[src/rtl/core_seq_pkg.sv]
// Shared types and constants for the byte-serial core sequencer.
// Latency: n/a (declarations only).
// Backpressure: n/a. Build option: CORE_SEQ_PC_READBACK_EN widens the readback to result + PC.
package core_seq_pkg;

   typedef enum logic [1:0] {
      LOAD  = 2'd0,
      EXEC  = 2'd1,
      DRAIN = 2'd2
   } core_seq_state_e;

   localparam int InstrBytes = 4;

`ifdef CORE_SEQ_PC_READBACK_EN
   localparam int ReadbackBytes = 8;
`else
   localparam int ReadbackBytes = 4;
`endif

   localparam logic [31:0] NopInstr = 32'h0000_0013;

endpackage

[src/rtl/core_sequencer_if.sv]
// Bundle of the sequencer's byte streams and datapath-facing signals.
// Latency: n/a (wires only). Backpressure: byte_valid/byte_ready in, out_valid/out_ready out.
// Ports: slave = sequencer side, master = byte source / sink / datapath side.
interface core_sequencer_if;
   logic        flush;
   logic [7:0]  byte_in;
   logic        byte_valid;
   logic        byte_ready;
   logic [7:0]  byte_out;
   logic        out_valid;
   logic        out_ready;
   logic [31:0] core_instr;
   logic        core_step;
   logic [31:0] core_alu_result;
   logic [31:0] core_pc;
   logic [15:0] retired_count;

   modport slave (
      input  flush, byte_in, byte_valid, out_ready, core_alu_result, core_pc,
      output byte_ready, byte_out, out_valid, core_instr, core_step, retired_count
   );

   modport master (
      output flush, byte_in, byte_valid, out_ready, core_alu_result, core_pc,
      input  byte_ready, byte_out, out_valid, core_instr, core_step, retired_count
   );
endinterface

[src/rtl/word_serializer.sv]
// Parallel-load word buffer shifted out one byte at a time, LSB first.
// Latency: first byte valid the cycle after load_i; one byte per accepted handshake.
// Backpressure: out_vld_o/out_dat_o are registered and hold while out_rdy_i is low.
// Ports: clr_i drops the buffer, load_i captures load_dat_i, last_o marks the final byte.
module word_serializer #(
   parameter int NBYTES = 4
) (
   input  logic                clk,
   input  logic                rst,
   input  logic                clr_i,
   input  logic                load_i,
   input  logic [8*NBYTES-1:0] load_dat_i,
   output logic                out_vld_o,
   output logic [7:0]          out_dat_o,
   input  logic                out_rdy_i,
   output logic                last_o
);
   localparam int CntW = (NBYTES > 1) ? $clog2(NBYTES) : 1;

   logic [8*NBYTES-1:0] buf_q, buf_d;
   logic [CntW-1:0]     cnt_q, cnt_d;
   logic                vld_q, vld_d;
   logic                last_w, take_w;

   assign last_w = (cnt_q == CntW'(NBYTES - 1));
   assign take_w = vld_q && out_rdy_i;

   always_comb begin
      buf_d = buf_q;
      cnt_d = cnt_q;
      vld_d = vld_q;
      if (clr_i) begin
         buf_d = '0;
         cnt_d = '0;
         vld_d = 1'b0;
      end else if (load_i) begin
         buf_d = load_dat_i;
         cnt_d = '0;
         vld_d = 1'b1;
      end else if (take_w) begin
         // Shifting keeps the current byte always in the low lane.
         buf_d = buf_q >> 8;
         cnt_d = cnt_q + CntW'(1);
         if (last_w) begin
            vld_d = 1'b0;
         end
      end
   end

   always_ff @(posedge clk) begin
      if (rst) begin
         buf_q <= '0;
         cnt_q <= '0;
         vld_q <= 1'b0;
      end else begin
         buf_q <= buf_d;
         cnt_q <= cnt_d;
         vld_q <= vld_d;
      end
   end

   assign out_vld_o = vld_q;
   assign out_dat_o = buf_q[7:0];
   assign last_o    = last_w;
endmodule

[src/rtl/core_sequencer.sv]
// Assembles 32-bit instructions from a byte stream, steps the datapath once, streams the result back.
// Latency: step the cycle after the 4th byte is taken; readback valid one cycle later.
// Backpressure: byte_ready low outside LOAD; readback holds while out_ready is low.
// Ports: clk/rst (sync, active-high), seq_if (slave modport of core_sequencer_if).
// Build option: CORE_SEQ_PC_READBACK_EN appends the executed instruction's PC to the readback.
module core_sequencer
   import core_seq_pkg::*;
#(
   parameter logic [31:0] RESET_INSTR = NopInstr
) (
   input  logic                  clk,
   input  logic                  rst,
   core_sequencer_if.slave       seq_if
);
   localparam logic [1:0] ST_LOAD  = LOAD;
   localparam logic [1:0] ST_EXEC  = EXEC;
   localparam logic [1:0] ST_DRAIN = DRAIN;

   logic [1:0]  state_q, state_d;
   logic [1:0]  byte_cnt_q, byte_cnt_d;
   // Only lanes 0..2 need storage; the 4th byte goes straight into the instruction.
   logic [23:0] shadow_q, shadow_d;
   logic [31:0] instr_q, instr_d;
   logic        step_q, step_d;
   logic [15:0] retired_q, retired_d;
   logic        flush_pend_q, flush_pend_d;

   logic        flush_eff;
   logic        ser_load;
   logic        ser_vld, ser_last;
   logic [7:0]  ser_dat;
   logic        drain_done;
   logic [8*ReadbackBytes-1:0] rb_dat;

`ifdef CORE_SEQ_PC_READBACK_EN
   assign rb_dat = {seq_if.core_pc, seq_if.core_alu_result};
`else
   logic unused_pc;
   assign rb_dat    = seq_if.core_alu_result;
   assign unused_pc = ^seq_if.core_pc;
`endif

   // A flush raised during EXEC is held one cycle so the step always completes.
   assign flush_eff  = (seq_if.flush || flush_pend_q) && (state_q != ST_EXEC);
   assign drain_done = ser_vld && seq_if.out_ready && ser_last;

   always_comb begin
      state_d      = state_q;
      byte_cnt_d   = byte_cnt_q;
      shadow_d     = shadow_q;
      instr_d      = instr_q;
      step_d       = 1'b0;
      retired_d    = retired_q;
      flush_pend_d = 1'b0;
      ser_load     = 1'b0;
      if (flush_eff) begin
         state_d    = ST_LOAD;
         byte_cnt_d = 2'd0;
         instr_d    = RESET_INSTR;
      end else begin
         case (state_q)
            ST_LOAD: begin
               if (seq_if.byte_valid) begin
                  byte_cnt_d = byte_cnt_q + 2'd1;
                  case (byte_cnt_q)
                     2'd0:    shadow_d[7:0]   = seq_if.byte_in;
                     2'd1:    shadow_d[15:8]  = seq_if.byte_in;
                     2'd2:    shadow_d[23:16] = seq_if.byte_in;
                     default: instr_d         = {seq_if.byte_in, shadow_q};
                  endcase
                  if (byte_cnt_q == 2'(InstrBytes - 1)) begin
                     state_d = ST_EXEC;
                     step_d  = 1'b1;
                  end
               end
            end
            ST_EXEC: begin
               state_d      = ST_DRAIN;
               retired_d    = retired_q + 16'd1;
               ser_load     = 1'b1;
               flush_pend_d = seq_if.flush;
            end
            ST_DRAIN: begin
               if (drain_done) begin
                  state_d    = ST_LOAD;
                  byte_cnt_d = 2'd0;
               end
            end
            default: state_d = ST_LOAD;
         endcase
      end
   end

   always_ff @(posedge clk) begin
      if (rst) begin
         state_q      <= ST_LOAD;
         byte_cnt_q   <= 2'd0;
         shadow_q     <= '0;
         instr_q      <= RESET_INSTR;
         step_q       <= 1'b0;
         retired_q    <= 16'd0;
         flush_pend_q <= 1'b0;
      end else begin
         state_q      <= state_d;
         byte_cnt_q   <= byte_cnt_d;
         shadow_q     <= shadow_d;
         instr_q      <= instr_d;
         step_q       <= step_d;
         retired_q    <= retired_d;
         flush_pend_q <= flush_pend_d;
      end
   end

   word_serializer #(
      .NBYTES (ReadbackBytes)
   ) u_ser (
      .clk        (clk),
      .rst        (rst),
      .clr_i      (flush_eff),
      .load_i     (ser_load),
      .load_dat_i (rb_dat),
      .out_vld_o  (ser_vld),
      .out_dat_o  (ser_dat),
      .out_rdy_i  (seq_if.out_ready),
      .last_o     (ser_last)
   );

   assign seq_if.byte_ready    = (state_q == ST_LOAD);
   assign seq_if.byte_out      = ser_dat;
   assign seq_if.out_valid     = ser_vld;
   assign seq_if.core_instr    = instr_q;
   assign seq_if.core_step     = step_q;
   assign seq_if.retired_count = retired_q;
endmodule

[src/flat_wrapper.sv]
// flat-port wrapper written by rule: the top's interface ports become plain ports
module core_sequencer_flat import core_seq_pkg::*;
#(
   parameter logic [31:0] RESET_INSTR = NopInstr
)
  (clk, rst, seq_if_flush, seq_if_byte_in, seq_if_byte_valid, seq_if_out_ready, seq_if_core_alu_result, seq_if_core_pc, seq_if_byte_ready, seq_if_byte_out, seq_if_out_valid, seq_if_core_instr, seq_if_core_step, seq_if_retired_count);
  core_sequencer_if seq_if_i ();
  input  logic clk;
  input  logic rst;
  input wire logic [$bits(seq_if_i.flush)-1:0] seq_if_flush;
  input wire logic [$bits(seq_if_i.byte_in)-1:0] seq_if_byte_in;
  input wire logic [$bits(seq_if_i.byte_valid)-1:0] seq_if_byte_valid;
  input wire logic [$bits(seq_if_i.out_ready)-1:0] seq_if_out_ready;
  input wire logic [$bits(seq_if_i.core_alu_result)-1:0] seq_if_core_alu_result;
  input wire logic [$bits(seq_if_i.core_pc)-1:0] seq_if_core_pc;
  output wire logic [$bits(seq_if_i.byte_ready)-1:0] seq_if_byte_ready;
  output wire logic [$bits(seq_if_i.byte_out)-1:0] seq_if_byte_out;
  output wire logic [$bits(seq_if_i.out_valid)-1:0] seq_if_out_valid;
  output wire logic [$bits(seq_if_i.core_instr)-1:0] seq_if_core_instr;
  output wire logic [$bits(seq_if_i.core_step)-1:0] seq_if_core_step;
  output wire logic [$bits(seq_if_i.retired_count)-1:0] seq_if_retired_count;
  assign seq_if_i.flush = seq_if_flush;
  assign seq_if_i.byte_in = seq_if_byte_in;
  assign seq_if_i.byte_valid = seq_if_byte_valid;
  assign seq_if_i.out_ready = seq_if_out_ready;
  assign seq_if_i.core_alu_result = seq_if_core_alu_result;
  assign seq_if_i.core_pc = seq_if_core_pc;
  assign seq_if_byte_ready = seq_if_i.byte_ready;
  assign seq_if_byte_out = seq_if_i.byte_out;
  assign seq_if_out_valid = seq_if_i.out_valid;
  assign seq_if_core_instr = seq_if_i.core_instr;
  assign seq_if_core_step = seq_if_i.core_step;
  assign seq_if_retired_count = seq_if_i.retired_count;
  core_sequencer #(.RESET_INSTR(RESET_INSTR)) u_core (.clk(clk), .rst(rst), .seq_if(seq_if_i));
endmodule
[config.mk]
export PLATFORM = sky130hd
export DESIGN_NAME = core_sequencer_flat
export DESIGN_NICKNAME = d
export VERILOG_FILES = /design/src/rtl/core_seq_pkg.sv /design/src/rtl/core_sequencer_if.sv /design/src/rtl/word_serializer.sv /design/src/rtl/core_sequencer.sv /design/src/flat_wrapper.sv
export SDC_FILE = /design/constraint.sdc
export NUM_CORES = 1
export LEC_CHECK = 0
export CAP_MARGIN = 0
export CORE_ASPECT_RATIO = 1.1
export CORE_UTILIZATION = 51
export CTS_CLUSTER_DIAMETER = 120
export CTS_CLUSTER_SIZE = 20
export DETAILED_ROUTE_END_ITERATION = 16
export HOLD_SLACK_MARGIN = 0.02
export PLACE_DENSITY = 0.93
export SLEW_MARGIN = 30
export SYNTH_ARGS = -nofsm -noshare
export SYNTH_HDL_FRONTEND = slang
export SYNTH_SLANG_ARGS = --single-unit
[constraint.sdc]
create_clock -name clk -period 3.2 [get_ports clk]
set_input_delay 0.32 -clock clk [delete_from_list [all_inputs] [get_ports clk]]
set_output_delay 0.32 -clock clk [all_outputs]
set_load 0.005 [all_outputs]
; Word level (Yosys, flattened, before mapping)
; Index checks and enable logic that the tools add are counted.
[op_classes]
add_sub_neg = 3
eq_ne = 10
mux = 14
bitwise = 5
reduce_logical = 22
[ops]
columns = operator, count
row1 = $mux W32, 2
row2 = $add A16 B1 Y16 const B, 1
row3 = $reduce_and A4 Y1, 3
row4 = $reduce_and A3 Y1, 3
row5 = $reduce_or A3 Y1, 3
row6 = $eq A2 B2 Y1 const B, 4
row7 = $mux W2, 4
row8 = $mux W1, 6
row9 = $ne A2 B1 Y1 const B, 3
row10 = $pmux W2 S3, 1
row11 = $reduce_bool A2 Y1, 3
row12 = $not A1 Y1, 5
row13 = $add A2 B1 Y2 const B, 2
row14 = $eq A2 B1 Y1 const B, 2
row15 = $logic_not A2 Y1, 2
row16 = $pmux W2 S2, 1
row17 = $reduce_and A2 Y1, 2
row18 = $reduce_or A4 Y1, 1
row19 = $logic_and A1 B1 Y1, 3
row20 = $ne A2 B2 Y1 const B, 1
row21 = $reduce_or A2 Y1, 1
row22 = $logic_or A1 B1 Y1, 1
[word_totals]
ff_bits = 113
in_bits = 77
output_inout_bits = 59

; Logic depth before layout (Yosys ltp)
; Gate-level depths: netlist of the first run.
[logic_depth]
depth_word = 5
ltp_mapped = 7
mapped_depth_nobuf = 6

; Cells and area by module
; Synthesis of the first run repeated with hierarchy kept, for this count alone.
[unflattened]
hier_cells = 538
hier_area_um2 = 4843.4
[by_module_without_submodules]
columns = module, n_inst, cells_each, area_each_um2, seq_area_each_um2
row1 = core_sequencer, 1, 344, 3090.5, 1561.5
row2 = word_serializer, 1, 194, 1752.9, 700.7

; Worst setup path after synthesis of the first run
; OpenSTA, ideal clock, no wires.
[synth_timing]
path_type = register -> register
startpoint = register u_core.retired_q[0], in the netlist u_core.seq_if.retired_count[0]
endpoint = register u_core.retired_q[14], in the netlist u_core.seq_if.retired_count[14]
setup_ns = 0.128
arrival_time_ns = 1.276
required_ns = 3.072
setup_slack_ns = 1.797
stages_incl_launch_ff = 6
n_path_buf = 0
cell_sequence = dfxtp_1 > ha_1 > nand3b_1 > nor4_1 > xnor2_1 > nor2_1
[synth_via]
elab_chain_len = 1
[synth_rtl]
columns = item, line
row1 = "start, declared", core_sequencer.sv:25  ; logic [15:0] retired_q, retired_d;
row2 = "start signal, assigned", core_sequencer.sv:109  ; retired_q <= retired_d;
row3 = $add A16 B1 Y16, core_sequencer.sv:79  ; retired_d = retired_q + 16'd1;
; Every way passes these cells.
; A chain may end at the register's enable or synchronous reset.

; Worst setup path in the final report of the first run
[layout_timing]
startpoint = register u_core.state_q[1]
endpoint = register u_core.instr_q[2], in the netlist u_core.seq_if.core_instr[2]
[layout_via]
elab_chain_len = 3
word_cells_on_any_way = 5
classes_between = eq/ne: 1 / reduce/logical: 4
[layout_rtl]
columns = item, line
row1 = "start, declared", core_sequencer.sv:19  ; logic [1:0] state_q, state_d;
row2 = "start signal, assigned", core_sequencer.sv:104  ; state_q <= state_d;
row3 = $ne A2 B1 Y1, core_sequencer.sv:44  ; assign flush_eff = (seq_if.flush || flush_pend_q) && (state_q != ST_EXEC);
row4 = $logic_and A1 B1 Y1, core_sequencer.sv:44
row5 = $reduce_or A2 Y1 (no source line), --
row6 = "end signal, assigned", core_sequencer.sv:107  ; instr_q <= instr_d;
row7 = "end, declared", core_sequencer.sv:23  ; logic [31:0] instr_q, instr_d;
; Several ways; a longest one is shown, not always the timed one.

==> impl_metrics.json, run 1 <==
{
  "status": "completed",
  "layout_common_cells": "113 x dfxtp_1, 103 x clkdlybuf4s50_1, 87 x nand2_1",
  "die_y_um": 103.1,
  "cts-root-buf": "clkbuf_8",
  "grt_pass1_wl_um": 17860,
  "p_leak_nw": 2.267,
  "yosysTopAreaCell": "dfxtp_1",
  "grt_pass1_vias": 3764,
  "placed_cells": 699,
  "start_kind": "register",
  "drive_gt1_share_pct": 13.29,
  "synth_edf_count": 0,
  "gr-total-overflow": 0,
  "hp-start": "seq_if_core_alu_result[15]",
  "cp.arrival_ns": 2.52,
  "synth_top_area_share_pct": 47.73,
  "period_share_pct": 67.26,
  "synth_seq_cells": 113,
  "ys_seq_area_share_pct": 47.73,
  "hold_path.class": "input pin to register",
  "ctsHoldBuffers": 0,
  "ys_types": 38,
  "core_um2": 8919,
  "cp-end-kind": "register",
  "tns_ns": 0,
  "ff2ff_path_depth": 4,
  "layout.nets": 688,
  "final-max-slew-violation-count": 0,
  "cts_buffers": 17,
  "stdcell_count": 731,
  "chipWidth_um": 93.92,
  "synth_fp_nets": 605,
  "ys.flop_type": "dfxtp_1",
  "maxCapViolCount": 0,
  "drc": 0,
  "holdPathStages": 3,
  "startpoint": "u_core.state_q[1]",
  "relSlewSlack_pct": 40.80,
  "final-hold-violation-count": 0,
  "insertion_delay_ns": 0.50,
  "boundaryPins": 136,
  "rows": 36,
  "rsz0062_at_grt": "false",
  "place.gp.congestion": 0.7512,
  "cts_tree": "done",
  "num_vias": 4008,
  "tightest_slew_ns": 0.8859,
  "detail_route.iter0.violations": 158,
  "peakVddDrop_uv": 357.9,
  "die-area_um2": 9683,
  "design_area_um2": 6281,
  "wl_per_cell_um": 15.16,
  "nFillCells": 674,
  "cp.required_ns": 3.56,
  "r2r-start": "u_core.state_q[1]",
  "utilization_pct": 70.43,
  "syn_area_per_cell_um2": 9.097,
  "finalCriticalPeriod_ns": 2.152,
  "cts_sinks": 113,
  "max_freq_mhz": 464.6,
  "cts_buffer_depth": 2,
  "critPathKind": "register to register",
  "cts_resized": 0,
  "diodes": 0,
  "p_seq_share_pct": 40.6,
  "syn-cell-area_um2": 4740,
  "setup_viol": 0,
  "dpl_worst_slack_ns": 0.7580,
  "p_clk_share_pct": 55.7,
  "holdPathEnd": "u_core.u_ser.buf_q[15]",
  "io_buffer_count": 103,
  "clkTransAtPathRegs_ns": 0.06,
  "post_cts_buffers": 0,
  "r2r_end": "u_core.seq_if.core_instr[2]",
  "syn_inst": 521,
  "internal-power_mw": 2.752,
  "postRouteAntennaNets": 0,
  "finalClockSkew_ns": 0.007886,
  "async_reset_ff_share_pct": 0,
  "grt_max_degree": 53,
  "finalPower_mw": 3.501,
  "first_pass_iters": 4,
  "place_area_um2": 5659,
  "p_per_area_nw_per_um2": 557.3,
  "area_growth_pct": 32.52,
  "globalRouteTotalUtil_pct": 23.99,
  "timing.hold.ws_ns": 0.4162,
  "p_switching_mw": 0.7489,
  "mostFrequentLayoutCell": "dfxtp_1",
  "path_max_fanout": 35,
  "wl_um": 11080,
  "start_util_pct": 53.14,
  "combPwrFrac_pct": 3.8,
  "synth_warnings": 0,
  "synth_area_leaders": "dfxtp_1 48%, nand2_1 6.9%, nor2_1 5.9%",
  "antenna_found_initial": 0,
  "r2r_setup_slack_ns": 1.05,
  "hpwlAfterDp_um": 7251,
  "htreeDepth": 4,
  "worst_slack_ns": 1.048,
  "viasPerCell": 5.483,
  "swShare_pct": 21.39
}
## cells by family after synthesis
kind of cell	after synthesis	share of synthesized area [%]
muxes	26	5.491
and+or+nand+nor	235	22.28
DFF	113	47.73
adders and majority gates	7	1.848
xor gates and xnor gates	13	2.402
buffers and inverters	50	6.864
AOI/OAI and AO/OA	77	13.38
## sequential cells by signal, indices dropped and copies added, names as in the netlist
signal / cells
u_core.u_ser.buf_q: 32
u_core.shadow_q: 24
u_core.u_ser.cnt_q: 2
u_core.seq_if.core_step: 1
u_core.seq_if.retired_count: 16
u_core.state_q: 2
u_core.byte_cnt_q: 2
u_core.u_ser.out_vld_o: 1
u_core.flush_pend_q: 1
u_core.seq_if.core_instr: 32
## worst max-delay path, cell delays in order (launching register included)
cell      delay, ns
dfxtp_1        0.53
nand2b_2       0.20
a21o_2         0.63
buf_4          0.51
a21oi_1        0.12
## power groups by stage
stage	registers [mW]	logic, mW	clock network [mW]
2_1_floorplan	1.45	0.0578	0
3_3_place_gp	1.45	0.127	0
3_5_place_dp	1.45	0.130	0
4_1_cts	1.42	0.132	1.97
5_1_grt	1.42	0.140	2.05
6_report	1.42	0.132	1.95
## final cells by class
cell class | count | area [um2] | area share (%)
clock buffer | 17 | 414.1 | 6.594
clock inverter | 15 | 207.7 | 3.307
sequential | 113 | 2262 | 36.02
tap | 114 | 142.6 | 2.271
timing repair buffer | 110 | 1084 | 17.25
inverter | 4 | 15.01 | 0.2390
multi-input combinational | 358 | 2156 | 34.32
## routing by layer
layer / track usage, % / up-vias / part of all wire (%)
met5: 0 / - / 0
met4: 12.66 / 0 / 3.0
met3: 5.605 / 25 / 3.8
met2: 41.21 / 123 / 52
met1: 27.85 / 1909 / 42
li1: - / 1951 / -
## worst max-delay path by stage
| stage | slack (ns) | endpoint |
|---|---|---|
| floorplan | 1.80 | u_core.seq_if.retired_count[14] |
| global placement | 0.87 | u_core.u_ser.buf_q[1] |
| detailed placement | 0.76 | u_core.u_ser.buf_q[0] |
| CTS | 1.04 | u_core.seq_if.core_instr[2] |
| global route | 0.90 | u_core.u_ser.buf_q[0] |
| finish | 1.05 | u_core.seq_if.core_instr[2] |
## synth_stat cells (3+ instances only)
cell type / count
nor3_1: 3
xnor2_1: 9
a21oi_2: 17
buf_6: 3
a21oi_1: 22
nand3b_1: 3
buf_12: 4
nand2_2: 7
inv_1: 4
nand3_1: 31
nand2b_1: 3
nand4_1: 5
clkbuf_1: 19
nor4_1: 8
dfxtp_1: 113
ha_1: 7
a311oi_1: 14
buf_4: 10
xor2_1: 4
a311oi_2: 10
buf_2: 10
mux2i_1: 26
nor2_1: 75
nand2_1: 87
nand3_2: 3
a22oi_1: 8
Note: power is estimated with default switching activity, not from simulation.
==> run 2: changes to the inputs <==
--- a/config.mk
+++ b/config.mk
@@ -7,12 +7,12 @@
 export LEC_CHECK = 0
 export CAP_MARGIN = 0
 export CORE_ASPECT_RATIO = 1.1
-export CORE_UTILIZATION = 51
+export CORE_UTILIZATION = 48
 export CTS_CLUSTER_DIAMETER = 120
 export CTS_CLUSTER_SIZE = 20
 export DETAILED_ROUTE_END_ITERATION = 16
 export HOLD_SLACK_MARGIN = 0.02
-export PLACE_DENSITY = 0.93
+export PLACE_DENSITY = 0.89
 export SLEW_MARGIN = 30
 export SYNTH_ARGS = -nofsm -noshare
 export SYNTH_HDL_FRONTEND = slang
==> constraint.sdc (replaced) <==
create_clock -name clk -period 2 [get_ports clk]
set_input_delay 0.2 -clock clk [delete_from_list [all_inputs] [get_ports clk]]
set_output_delay 0.2 -clock clk [all_outputs]
set_load 0.005 [all_outputs]
==> impl_metrics.json, run 2 (synthesized netlist as in run 1, its figures left out) <==
{
  "status": "completed",
  "rsz0062_at_grt": "false",
  "setup_viol": 0,
  "cts_buffers": 17,
  "nFillCells": 741,
  "final-max-slew-violation-count": 0,
  "clkTransAtPathRegs_ns": 0.05,
  "boundaryPins": 136,
  "num_vias": 4048,
  "period_share_pct": 92.50,
  "rows": 37,
  "place.gp.congestion": 0.7995,
  "wl_met2_um": 5906,
  "wl_um": 11210,
  "antenna_found_initial": 0,
  "globalRouteTotalUtil_pct": 22.43,
  "cts-root-buf": "clkbuf_8",
  "seqCellArea_um2": 2262,
  "viasPerCell": 5.463,
  "area_growth_pct": 34.24,
  "top_layer": "met4",
  "start_kind": "register",
  "cts_resized": 0,
  "wl_met3_um": 553,
  "grt_pass1_vias": 3948,
  "io_buffer_count": 103,
  "core_um2": 9490,
  "peakVddDrop_uv": 582.0,
  "finalCriticalPeriod_ns": 1.850,
  "path_max_fanout": 10,
  "drive_gt1_share_pct": 13.94,
  "chipWidth_um": 96.75,
  "die_y_um": 106.2,
  "cts_buffer_depth": 2,
  "wl_per_cell_um": 15.12,
  "diodes": 0,
  "detail_route.iter0.violations": 185,
  "p_per_area_nw_per_um2": 877.3,
  "dpl_worst_slack_ns": 0.08921,
  "cp.required_ns": 1.80,
  "critPathKind": "register to primary output",
  "first_pass_iters": 5,
  "tns_ns": 0,
  "wl_met1_um": 4652,
  "layout.nets": 695,
  "gr-total-overflow": 0,
  "max_freq_mhz": 540.5,
  "htreeDepth": 4,
  "grt_max_degree": 51,
  "maxCapViolCount": 0,
  "layout_common_cells": "113 x dfxtp_1, 103 x clkdlybuf4s50_1, 87 x nand2_1",
  "cp.arrival_ns": 1.65,
  "p_leak_nw": 2.324,
  "mostFrequentLayoutCell": "dfxtp_1",
  "hold_path.class": "input pin to register",
  "postRouteAntennaNets": 0,
  "hpwlAfterDp_um": 7719,
  "die-area_um2": 10280,
  "finalPower_mw": 5.582,
  "cts_tree": "done",
  "start_util_pct": 49.94,
  "final-hold-violation-count": 0,
  "relSlewSlack_pct": 72.31,
  "grt_pass1_wl_um": 18500,
  "drc": 0,
  "worst_slack_ns": 0.1500,
  "cts_sinks": 113,
  "insertion_delay_ns": 0.50,
  "finalClockSkew_ns": 0.005535,
  "multi_input_area_um2": 2156,
  "ctsHoldBuffers": 0,
  "post_cts_buffers": 0,
  "tightest_slew_ns": 0.4148,
  "cp-end-kind": "primary output"
}
[run 2: changes by cell type in the layout (fill, tap and decap cells not counted)]
cell        change
buf_4           +4
clkinvlp_4      -2
clkbuf_8        +2
clkinv_4        -4
clkinv_2        +4
buf_12          +3
inv_6           -2
clkbuf_1        +2
[run 2: final timing paths]
check | slack, ns | endpoint | startpoint | cells after the start
hold / removal | 0.30 | u_core.u_ser.buf_q[23] | seq_if_core_alu_result[23] | 3
hold reg to reg | 0.45 | u_core.seq_if.core_instr[14] | u_core.shadow_q[14] | 2
setup reg to reg | 0.25 | u_core.seq_if.retired_count[15] | u_core.state_q[0] | 4
setup / recovery | 0.15 | seq_if_byte_ready | u_core.state_q[0] | 2
[run 2: cell type report]
type / count / area share (%)
Clock buffer: 21 / 7.060
Clock inverter: 11 / 2.517
Timing Repair Buffer: 117 / 18.45
Inverter: 4 / 0.2360
Tap cell: 117 / 2.301
Multi-Input combinational cell: 358 / 33.88
Sequential cell: 113 / 35.56
[run 2: per-stage QoR]
| stage | util, % | hold slack (ns) | instances | cell area [um2] |
|---|---|---|---|---|
| 2_1_floorplan | - | 0.3269 | 521 | 4740 |
| 3_3_place_gp | 60.62 | 0.4398 | 709 | 5753 |
| 3_5_place_dp | 60.62 | 0.4426 | 709 | 5753 |
| 4_1_cts | 67.04 | 0.2769 | 741 | 6362 |
| 5_1_grt | 67.04 | 0.2907 | 741 | 6362 |
| 6_report | 67.04 | 0.2978 | 741 | 6362 |
[run 2: report_power, final]
| group | internal, mW | total, mW | switching, mW |
|---|---|---|---|
| registers | 2.27 | 2.27 | 0.00823 |
| clock network | 2.08 | 3.09 | 1.01 |
| logic | 0.113 | 0.218 | 0.105 |
[run 2: routing by layer]
metal	vias to the layer above	track usage (%)
li1	1953	-
met1	1946	24.69
met2	133	41.95
met3	16	5.654
met4	0	7.143
met5	-	0
[run 2: worst max-delay path: stages, from the launching register on]
cell and delay (ns):
dfxtp_1 0.57, nor2_1 0.12, clkdlybuf4s50_1 0.46
